$ cat src/rtl/mem_init_pkg.sv
// Shared types and sizing constants for the memory burst initiator.
package mem_init_pkg;

   localparam int AW_DEF = 3;
   localparam int DW_DEF = 8;
   localparam int LEN_W  = 3;

   typedef enum logic [2:0] {
      IDLE,
      WR_DATA,
      WR_CHECK,
      WR_RESP,
      RD_STROBE,
      RD_CAPTURE,
      RD_RESP
   } state_t;

endpackage

$ cat src/rtl/mem_init_burst_ctr.sv
// Burst address and remaining-beat tracker; the address wraps at 2^AW.
module mem_init_burst_ctr
   import mem_init_pkg::*;
#(
   parameter int AW = AW_DEF
)
(
   input  logic             clk,
   input  logic             reset,
   input  logic             load,
   input  logic [AW-1:0]    start_addr,
   input  logic [LEN_W-1:0] start_len,
   input  logic             step,
   output logic [AW-1:0]    addr,
   output logic             last
);

   logic [LEN_W-1:0] remaining;

   always_ff @(posedge clk or posedge reset) begin
      if (reset) begin
         addr      <= '0;
         remaining <= '0;
      end else if (load) begin
         addr      <= start_addr;
         remaining <= start_len;
      end else if (step) begin
         addr      <= addr + 1'b1;
         remaining <= remaining - 1'b1;
      end
   end

   assign last = (remaining == '0);

endmodule

$ cat src/rtl/mem_initiator.sv
// Host-to-memory burst initiator: turns read/write burst commands into
// single-cycle memory strobes and returns one response per read beat or per write burst.
module mem_initiator
   import mem_init_pkg::*;
#(
   parameter int AW = AW_DEF,
   parameter int DW = DW_DEF
)
(
   input  logic             clk,
   input  logic             reset,
   input  logic             cmd_valid,
   output logic             cmd_ready,
   input  logic             cmd_write,
   input  logic [AW-1:0]    cmd_addr,
   input  logic [LEN_W-1:0] cmd_len,
   input  logic             wdata_valid,
   input  logic [DW-1:0]    wdata,
   output logic             wdata_ready,
   output logic             rsp_valid,
   input  logic             rsp_ready,
   output logic [DW-1:0]    rsp_data,
   output logic             rsp_err,
   output logic             rsp_last,
   output logic             busy,
   output logic [DW-1:0]    mem_din,
   output logic [AW-1:0]    mem_addr,
   output logic             mem_wr,
   output logic             mem_rd,
   input  logic [DW-1:0]    mem_dout,
   input  logic             mem_error
);

   state_t        state;
   logic [AW-1:0] cur_addr;
   logic          last_beat;
   logic          ctr_load;
   logic          ctr_step;
   logic          err_flag;
   logic          wr_prev;

   assign cmd_ready   = (state == IDLE);
   assign wdata_ready = (state == WR_DATA);
   assign busy        = (state != IDLE);

   assign ctr_load = cmd_valid && (state == IDLE);
   assign ctr_step = !last_beat &&
                     (((state == WR_DATA) && wdata_valid) ||
                      ((state == RD_RESP) && rsp_ready));

   mem_init_burst_ctr #(.AW(AW)) u_ctr (
      .clk        (clk),
      .reset      (reset),
      .load       (ctr_load),
      .start_addr (cmd_addr),
      .start_len  (cmd_len),
      .step       (ctr_step),
      .addr       (cur_addr),
      .last       (last_beat)
   );

   // mem_error belongs to the strobe of the previous cycle, so wr_prev marks
   // when it must be folded into the sticky write error. The last write's error
   // arrives during the first WR_RESP cycle, hence the response is built one
   // cycle into WR_RESP; likewise RD_CAPTURE spends one cycle on the strobe itself.
   always_ff @(posedge clk or posedge reset) begin
      if (reset) begin
         state     <= IDLE;
         rsp_valid <= 1'b0;
         rsp_data  <= '0;
         rsp_err   <= 1'b0;
         rsp_last  <= 1'b0;
         mem_din   <= '0;
         mem_addr  <= '0;
         mem_wr    <= 1'b0;
         mem_rd    <= 1'b0;
         err_flag  <= 1'b0;
         wr_prev   <= 1'b0;
      end else begin
         wr_prev <= mem_wr;
         if (wr_prev && mem_error) begin
            err_flag <= 1'b1;
         end
         case (state)
            IDLE: begin
               mem_wr <= 1'b0;
               mem_rd <= 1'b0;
               if (cmd_valid) begin
                  err_flag <= 1'b0;
                  state    <= cmd_write ? WR_DATA : RD_STROBE;
               end
            end
            WR_DATA: begin
               mem_wr <= wdata_valid;
               if (wdata_valid) begin
                  mem_din  <= wdata;
                  mem_addr <= cur_addr;
                  if (last_beat) begin
                     state <= WR_CHECK;
                  end
               end
            end
            WR_CHECK: begin
               mem_wr <= 1'b0;
               state  <= WR_RESP;
            end
            WR_RESP: begin
               if (!rsp_valid) begin
                  rsp_valid <= 1'b1;
                  rsp_data  <= '0;
                  rsp_last  <= 1'b1;
                  rsp_err   <= err_flag | (wr_prev & mem_error);
               end else if (rsp_ready) begin
                  rsp_valid <= 1'b0;
                  state     <= IDLE;
               end
            end
            RD_STROBE: begin
               mem_rd   <= 1'b1;
               mem_addr <= cur_addr;
               state    <= RD_CAPTURE;
            end
            RD_CAPTURE: begin
               mem_rd <= 1'b0;
               if (!mem_rd) begin
                  rsp_valid <= 1'b1;
                  rsp_data  <= mem_dout;
                  rsp_err   <= mem_error;
                  rsp_last  <= last_beat;
                  state     <= RD_RESP;
               end
            end
            RD_RESP: begin
               if (rsp_ready) begin
                  rsp_valid <= 1'b0;
                  state     <= last_beat ? IDLE : RD_STROBE;
               end
            end
            default: begin
               state <= IDLE;
            end
         endcase
      end
   end

endmodule

$ cat config.mk
export PLATFORM = sky130hd
export DESIGN_NAME = mem_initiator
export DESIGN_NICKNAME = d
export VERILOG_FILES = /design/src/rtl/mem_init_pkg.sv /design/src/rtl/mem_init_burst_ctr.sv /design/src/rtl/mem_initiator.sv
export SDC_FILE = /design/constraint.sdc
export NUM_CORES = 1
export LEC_CHECK = 0
export ABC_AREA = 1
export CORE_UTILIZATION = 45
export DETAILED_ROUTE_END_ITERATION = 8
export PLACE_DENSITY = 0.78
export SYNTH_ARGS = -nofsm -noshare
export SYNTH_HDL_FRONTEND = slang
export SYNTH_SLANG_ARGS = --single-unit
$ cat constraint.sdc
create_clock -name clk -period 3.1 [get_ports clk]
set_input_delay 0.31 -clock clk [delete_from_list [all_inputs] [get_ports clk]]
set_output_delay 0.31 -clock clk [all_outputs]
set_load 0.01 [all_outputs]
==> results by stage, run 1 <==
Flow run:
- The number of maximum-capacitance violations is 0.

Critical path:
- The worst setup path is launched from a register.
- The worst-path cell with the longest stage delay is sky130_fd_sc_hd__dfrtp_1.
- The number of buffers and inverters on the critical path is 2.
- On the worst path, the slowest cell contributes a delay of approximately 0.53 ns.
- The required time of the critical path is ~2.8 ns.
- For the worst setup path, the data arrival time is about 1.7 ns.
- The worst setup slack for register-to-register paths is around 1.4 ns.
- STA classifies the critical path endpoint as an output pin.
- The cell class contributing the biggest share of worst-path delay is buffers and inverters.
- The critical-path maximum fanout is 8.
- The critical path in this run is classified as reg -> out.
- Traced cell by cell, the critical path runs through nor2_8 -> nand2_4 -> inv_1 -> clkdlybuf4s50_1.

Clock network:
- Clock-pin slew was measured on the worst setup and hold paths at approximately 0.080 ns.
- Clock tree synthesis found a total of 35 sinks.
- The TritonCTS clock tree is yes.
- Buffers inserted during clock tree synthesis total 5.
- The H-tree generated during clock tree synthesis spans 2 levels.
- The count of hold buffers inserted by post-cts repair is 0.
- The maximum clock path buffer count is 2.
- The count of cells resized by post-cts repair is 0.
- Clock tree synthesis selected as its root buffer the cell sky130_fd_sc_hd__clkbuf_8.
- Post-CTS timing repair inserted 0 buffers for setup.
- The later pin in the worst-skew pair is clocked with a latency of 0.28 ns.

STA:
- The slew at the pin closest to its max-slew limit is 0.430 ns.
- Setup violations remaining at the end of the flow were counted as 0.
- The top achievable clock speed is 497 MHz.
- After routing, the total negative slack on setup checks comes to 0 ns.
- Hold is met by around 0.4 ns.
- The worst pin sits at a relative slew slack of 0.713.
- Setup repair after global routing left no endpoint under its margin.
- The minimum setup slack in the final design is approximately 1.1 ns.
- The final worst-path cycle share is 0.649.
- The worst clock skew is between 0.009 and 0.01 ns.
- The number of pins exceeding their max-slew limit in the final report is 0.
- The final-report hold violation count is 0.
- After layout, the minimum clock period comes to between 2 and 2.5 ns.

Place:
- The final weighted congestion in routability-driven placement is between 0.8 and 0.9.
- Prior to clock tree synthesis, the placed netlist has a worst setup slack of 1.40 ns.
- The final HPWL from detailed placement is about 2700 µm.
- The number of I/O port buffers is 55.

Floorplan:
- The count of standard-cell rows is 22.
- The die is between 60 and 70 µm wide.
- The floorplan step set the die height to 64.8 µm.
- The initial utilization of the core area, before any placement, comes to 0.478.
- 56 I/O pins were placed.
- The region available for standard cell placement spans about 0.0037 mm².
- The die area is 0.00420 mm².

Yosys:
- The number of warnings issued by yosys is 0.
- In the synthesized netlist the async set-or-reset flop fraction comes to 1.00.
- The part of the Yosys area used for sequential elements is 0.493.
- The number of nets in the synthesized netlist is 258.
- The synthesized instance count is around 230.
- The total of flip-flops plus latches after synthesis is 35.
- The most frequently used flop master after synthesis is sky130_fd_sc_hd__dfrtp_1.
- The distinct cell type count of the synthesized netlist is 25.
- The count of flip-flops with a built-in enable after synthesis is 0.
- Averaged over all synthesized cells, the footprint is 7.86 µm².
- The synthesized netlist occupies a cell area of between 0.0015 and 0.002 mm².

Routing:
- In the final routed layout, each cell accounts on average for ~11 µm.
- Using the TritonRoute via totals, the vias-per-cell ratio works out to roughly 4.6.
- The detail route stage leaves a number of antenna-violating nets equal to 0.
- For this run, the detailed router's first-pass iteration total came to 4.
- The routed wire length is 3650 µm.
- The first routing iteration left around 110 violations.
- The routed layout has ~1500 vias.
- The DRC violation count after routing is 0.

Outcome:
- The run finished with clean final reports.

GRT:
- The total overflow left after global routing is 0.
- For this run, the total global-route usage over all layers was measured as 0.209.
- The number of global-route vias before repair is between 1000 and 1500.
- Entering global routing, the biggest net connects 36 pins.
- The initial antenna violation count is 0.
- The first-pass GRT wire length is 6720 µm.

Finish:
- For this run, the post-layout net count is 316.
- The relative area change from synthesis to final layout is 38.8%.
- Counting the fill cells in the layout gives 327.
- The number of inserted diodes is 0.
- The share of post-route cells with drive strength above 1 is 0.0947.

Min path:
- The kind of path behind the tightest hold check is reg -> reg.

Pwr:
- Summed over all cells, the static leakage comes to around 1.3 nW.
- For this design the ratio of total power to cell area is 978 mW/mm².
- The largest vdd supply drop is about 0.5 mV.
- The overall power consumption is ~0.0024 W.
==> cells by family (layout without fill, tap and decap cells) <==
family          count (synthesis)  after routing  synth area share
fa+ha+maj                       3              3            0.0211
xor+xnor                        2              2           0.00986
simple gates                  138            138             0.337
buf+inv                        30             89            0.0803
compound gates                 18             18            0.0592
flops                          35             35             0.493
==> flip-flops by register name, indices dropped and copies added, names as in the netlist <==
name / count
err_flag: 1
mem_addr: 3
mem_din: 8
mem_rd: 1
mem_wr: 1
rsp_data: 8
rsp_err: 1
rsp_last: 1
rsp_valid: 1
state: 3
u_ctr.addr: 3
u_ctr.remaining: 3
wr_prev: 1
==> placed cells by master (no fill, tap or decap), types with 2 or more instances in the layout <==
cell type                         netlist  layout
sky130_fd_sc_hd__a21oi_1                2       2
sky130_fd_sc_hd__clkbuf_8               0       6
sky130_fd_sc_hd__clkdlybuf4s50_1        0      55
sky130_fd_sc_hd__dfrtp_1               35      35
sky130_fd_sc_hd__ha_1                   3       3
sky130_fd_sc_hd__inv_1                 18      18
sky130_fd_sc_hd__inv_2                  6       6
sky130_fd_sc_hd__nand2_1              109     109
sky130_fd_sc_hd__nand2_2                3       3
sky130_fd_sc_hd__nand3_1               13      13
sky130_fd_sc_hd__nor2_1                 7       7
sky130_fd_sc_hd__nor2_8                 2       2
sky130_fd_sc_hd__o21ai_0                7       7
sky130_fd_sc_hd__o21ai_1                4       4
sky130_fd_sc_hd__o21ai_2                2       2
sky130_fd_sc_hd__xnor2_1                2       2
==> synthesized netlist by cell type (all sizes together), types with 2 or more instances <==
| cell | number | area share |
|---|---|---|
| inv | 25 | 0.054 |
| buf | 5 | 0.026 |
| nand3 | 14 | 0.042 |
| o21ai | 13 | 0.041 |
| nand2 | 113 | 0.25 |
| ha | 3 | 0.021 |
| dfrtp | 35 | 0.49 |
| xnor2 | 2 | 0.0099 |
| a21oi | 2 | 0.0056 |
| nor2 | 11 | 0.047 |
==> final cells by class <==
cell class              count  area (µm²)  area share
clock buffers               6        82.6      0.0335
inverters                  25        96.3      0.0391
well taps                  48        60.1      0.0244
flip-flops and latches     35         876       0.355
repair buffers             56         558       0.226
multi-input cells         161         758       0.307
clock inverters             2        35.0      0.0142
==> power breakdown <==
part	switching [W]	internal [W]	total, W	leakage, nW
clock	0.000159	0.000260	0.000419	0.0612
combinational	0.000607	0.000555	0.00116	0.771
sequential	0.000175	0.000657	0.000831	0.444
==> worst paths after layout <==
check | end | cells after the start | start
min | wr_prev | 0 | mem_wr
min in group asynchronous | err_flag | 3 | reset
max | cmd_ready | 4 | state[0]
max in group asynchronous | mem_din[4] | 3 | reset
min reg2reg | wr_prev | 0 | mem_wr
max reg2reg | u_ctr.remaining[0] | 7 | state[1]
==> routing by layer <==
| metal | track usage | wire length, µm |
|---|---|---|
| met5 | 0 | 0 |
| met1 | 0.296 | 1750 |
| met3 | 0.0440 | 202 |
| met2 | 0.318 | 1650 |
| met4 | 0.0667 | 39 |
==> metrics by stage <==
stage          cell area, µm²  utilization  std cells
6_report                 2470        0.664        333
2_1_floorplan            1780            -        226
3_5_place_dp             2350        0.632        325
3_3_place_gp             2350        0.632        325
4_1_cts                  2470        0.664        333
5_1_grt                  2470        0.664        333
No activity file was read; power rests on OpenSTA's default activity.
==> run 2, diff against run 1 <==
==> constraint.sdc (replaced) <==
create_clock -name clk -period 1.9 [get_ports clk]
set_input_delay 0.19 -clock clk [delete_from_list [all_inputs] [get_ports clk]]
set_output_delay 0.19 -clock clk [all_outputs]
set_load 0.01 [all_outputs]
==> results by stage, run 2 (synthesized netlist as in run 1, its figures left out) <==
Outcome:
- The run finished with clean final reports.

Routing:
- The number of iterations in the first detailed-routing pass is 4.
- The total number of vias is around 1600.
- The routed wire length is between 3000 and 4000 µm.
- The routed length per instance is 10.9 µm.
- In this run the remaining antenna-violating nets after routing total 0.
- The DRC violation count after routing is 0.
- For this block, the initial DRC count from the detailed router was 120.
- The number of vias per cell is 4.78.

Finish:
- The repair_antennas step left the layout with diodes totalling 0.
- The area growth from synthesis to layout is 39.1%.
- The multi-input combinational cells in the finished layout cover a total of ~760 µm².
- Across the whole layout, storage elements account for a little under 900 µm².
- The most common cell after layout, fill and taps aside is sky130_fd_sc_hd__nand2_1.
- The largest registers in the layout are mem_din (8), rsp_data (8).
- The layout has around 330 filler cells.
- The share of post-route cells with drive strength above 1 is 0.105.
- In the layout the commonest cells are 109 x sky130_fd_sc_hd__nand2_1, 55 x sky130_fd_sc_hd__clkdlybuf4s50_1, 33 x sky130_fd_sc_hd__dfrtp_1.
- At the end of the flow, the number of nets in the layout was 317.

Critical path:
- Of all nets on the critical path, the largest fanout is 8.
- The type of destination of the critical path is an output pin.
- Data arrives at the worst endpoint at roughly 1.7 ns.
- The path type of the worst setup path is reg -> out.
- The element type at the critical path start is a register.
- The startpoint identified for the worst register-to-register timing path is u_ctr.remaining[0].
- Traced cell by cell, the critical path runs through nor2_8 -> nand2_4 -> inv_1 -> clkdlybuf4s50_1.
- The launch point of the critical path is state[0].
- The peak per-stage delay on the critical path is approximately 0.53 ns.
- Data on the critical path is required at its endpoint by approximately 1.7 ns.
- The worst-path cell with the longest stage delay is sky130_fd_sc_hd__clkdlybuf4s50_1.

Clock network:
- The H-tree generated during clock tree synthesis spans 2 levels.
- The clock sink count is 35.
- Post-CTS timing repair inserted 0 buffers for setup.
- The clock buffer count from CTS is 5.
- Clock-pin slew was measured on the worst setup and hold paths at 0.08 ns.
- TritonCTS built the clock tree.
- The library cell used as clock root buffer is sky130_fd_sc_hd__clkbuf_8.
- After clock tree synthesis, the flow added hold-fix buffers numbering 0.
- The maximum clock path buffer count is 2.
- For the worst-skew pair, the clock arrives at the later sink with an insertion delay of 0.29 ns.

GRT:
- The met3 usage in global routing is 0.0440.
- In the global route stage, overall resource usage came out at 0.196.
- The initial antenna violation count came to 0.
- The layer with the highest usage is met2.
- The largest net degree at the start of global routing is 36.
- The met2 routing resource usage after global routing is 0.326.
- After global routing the overflow that remains totals 0.
- The number of global-route vias before repair was ~1500.
- The met1 usage in global routing is 0.253.
- The first global-routing pass estimated between 6000 and 7000 µm of wire.

Pwr:
- The largest vdd supply drop is approximately 0.86 mV.
- The power density over cell area is 1580 mW/mm².
- The static leakage is around 1.3 nW.

STA:
- The final-report hold violation count is 0.
- Measured against its own limit, the worst slew margin works out to 0.712.
- The hold slack is 0.296 ns.
- Of the available clock period, the critical path in the final layout requires 0.966.
- The accumulated negative setup slack is 0 ns.
- The worst path needs 1.84 ns of the cycle, external delays included.
- The number of pins exceeding their max-slew limit in the final report was 0.
- The setup violation total in the final timing report is 0.
- Setup repair after global routing left no endpoint under its margin.
- The worst clock skew is roughly 0.0066 ns.
- Based on the critical path, the design can be clocked at up to 545 MHz.
- The slew at the pin closest to its max-slew limit is approximately 0.43 ns.

Floorplan:
- The initial utilization of the core area, before any placement, comes to 0.478.
- The top-level port count is 56.
- The die covers roughly 0.0042 mm².
- The vertical extent of the die is between 60 and 70 µm.
- The area of the placeable core is 0.00372 mm².
- The initialized floorplan defines 22 standard-cell rows.
- The floorplan step set the die width to around 65 µm.

Flow run:
- Across the run, the number of max-cap violations was 0.

Place:
- Summed over all nets, the half-perimeter wirelength after detailed placement is between 2000 and 3000 µm.
- Routability-driven placement finished with a final weighted congestion of 0.855.
- The number of I/O port buffers is 55.

Min path:
- The kind of path behind the tightest hold check is in -> async.
run 2: cell types whose count changed in the layout (fill, tap and decap cells not counted), sizes merged:
cell	previous run	this run
clkbuf	6	5
clkinv	1	2
buf	1	2
run 2: final timing paths:
path	to	slack (ns)	cells after the start
min in group clk	wr_prev	0.41	0
max in group asynchronous	state[0]	1.28	3
setup / recovery	cmd_ready	0.06	4
hold reg to reg	wr_prev	0.41	0
setup reg to reg	state[0]	0.42	9
hold / removal	rsp_data[1]	0.30	3
run 2: metrics by stage:
step                cell area (µm²)   util  cells  total power [W]  setup slack [ns]
finish                         2470  0.665    334          0.00391            0.0639
CTS                            2470  0.665    334          0.00395           0.00498
floorplan                      1780      -    226          0.00254             0.652
detailed placement             2360  0.634    326          0.00326             0.310
global route                   2470  0.665    334          0.00424            0.0101
global placement               2360  0.634    326          0.00323             0.333
run 2: what timing repair did:
item | 4_1_cts | 5_1_grt
gates resized for setup | 1 | 1
setup endpoints to repair | 2 | 2
pin swaps | 0 | 0
hold endpoints to repair | 0 | 0
run 2: area by class of cell:
type                    count  share of cell area
clock buffers               5              0.0278
clock inverters             3              0.0177
inverters                  25              0.0390
multi-input cells         161               0.307
flip-flops and latches     35               0.355
well taps                  48              0.0243
repair buffers             57               0.229
run 2: report_power, final:
part / internal [W] / switching [W]
Clock: 0.000390 / 0.000277
Sequential: 0.00108 / 0.000275
Combinational: 0.000911 / 0.000985
Total: 0.00238 / 0.00154
run 2: per-layer routing:
layer / vias up / wire (µm) / share of wire
li1: 810 / - / -
met5: - / 0 / 0
met3: 5 / 178 / 0.049
met4: 0 / 42 / 0.011
met2: 42 / 1720 / 0.47
met1: 738 / 1710 / 0.47
run 2: worst max-delay path: cells and delay by family, from the launching register on:
family	cells	cell delay, ns
and+or+nand+nor	2	0.24
DFF	1	0.50
buffers and inverters	2	0.61
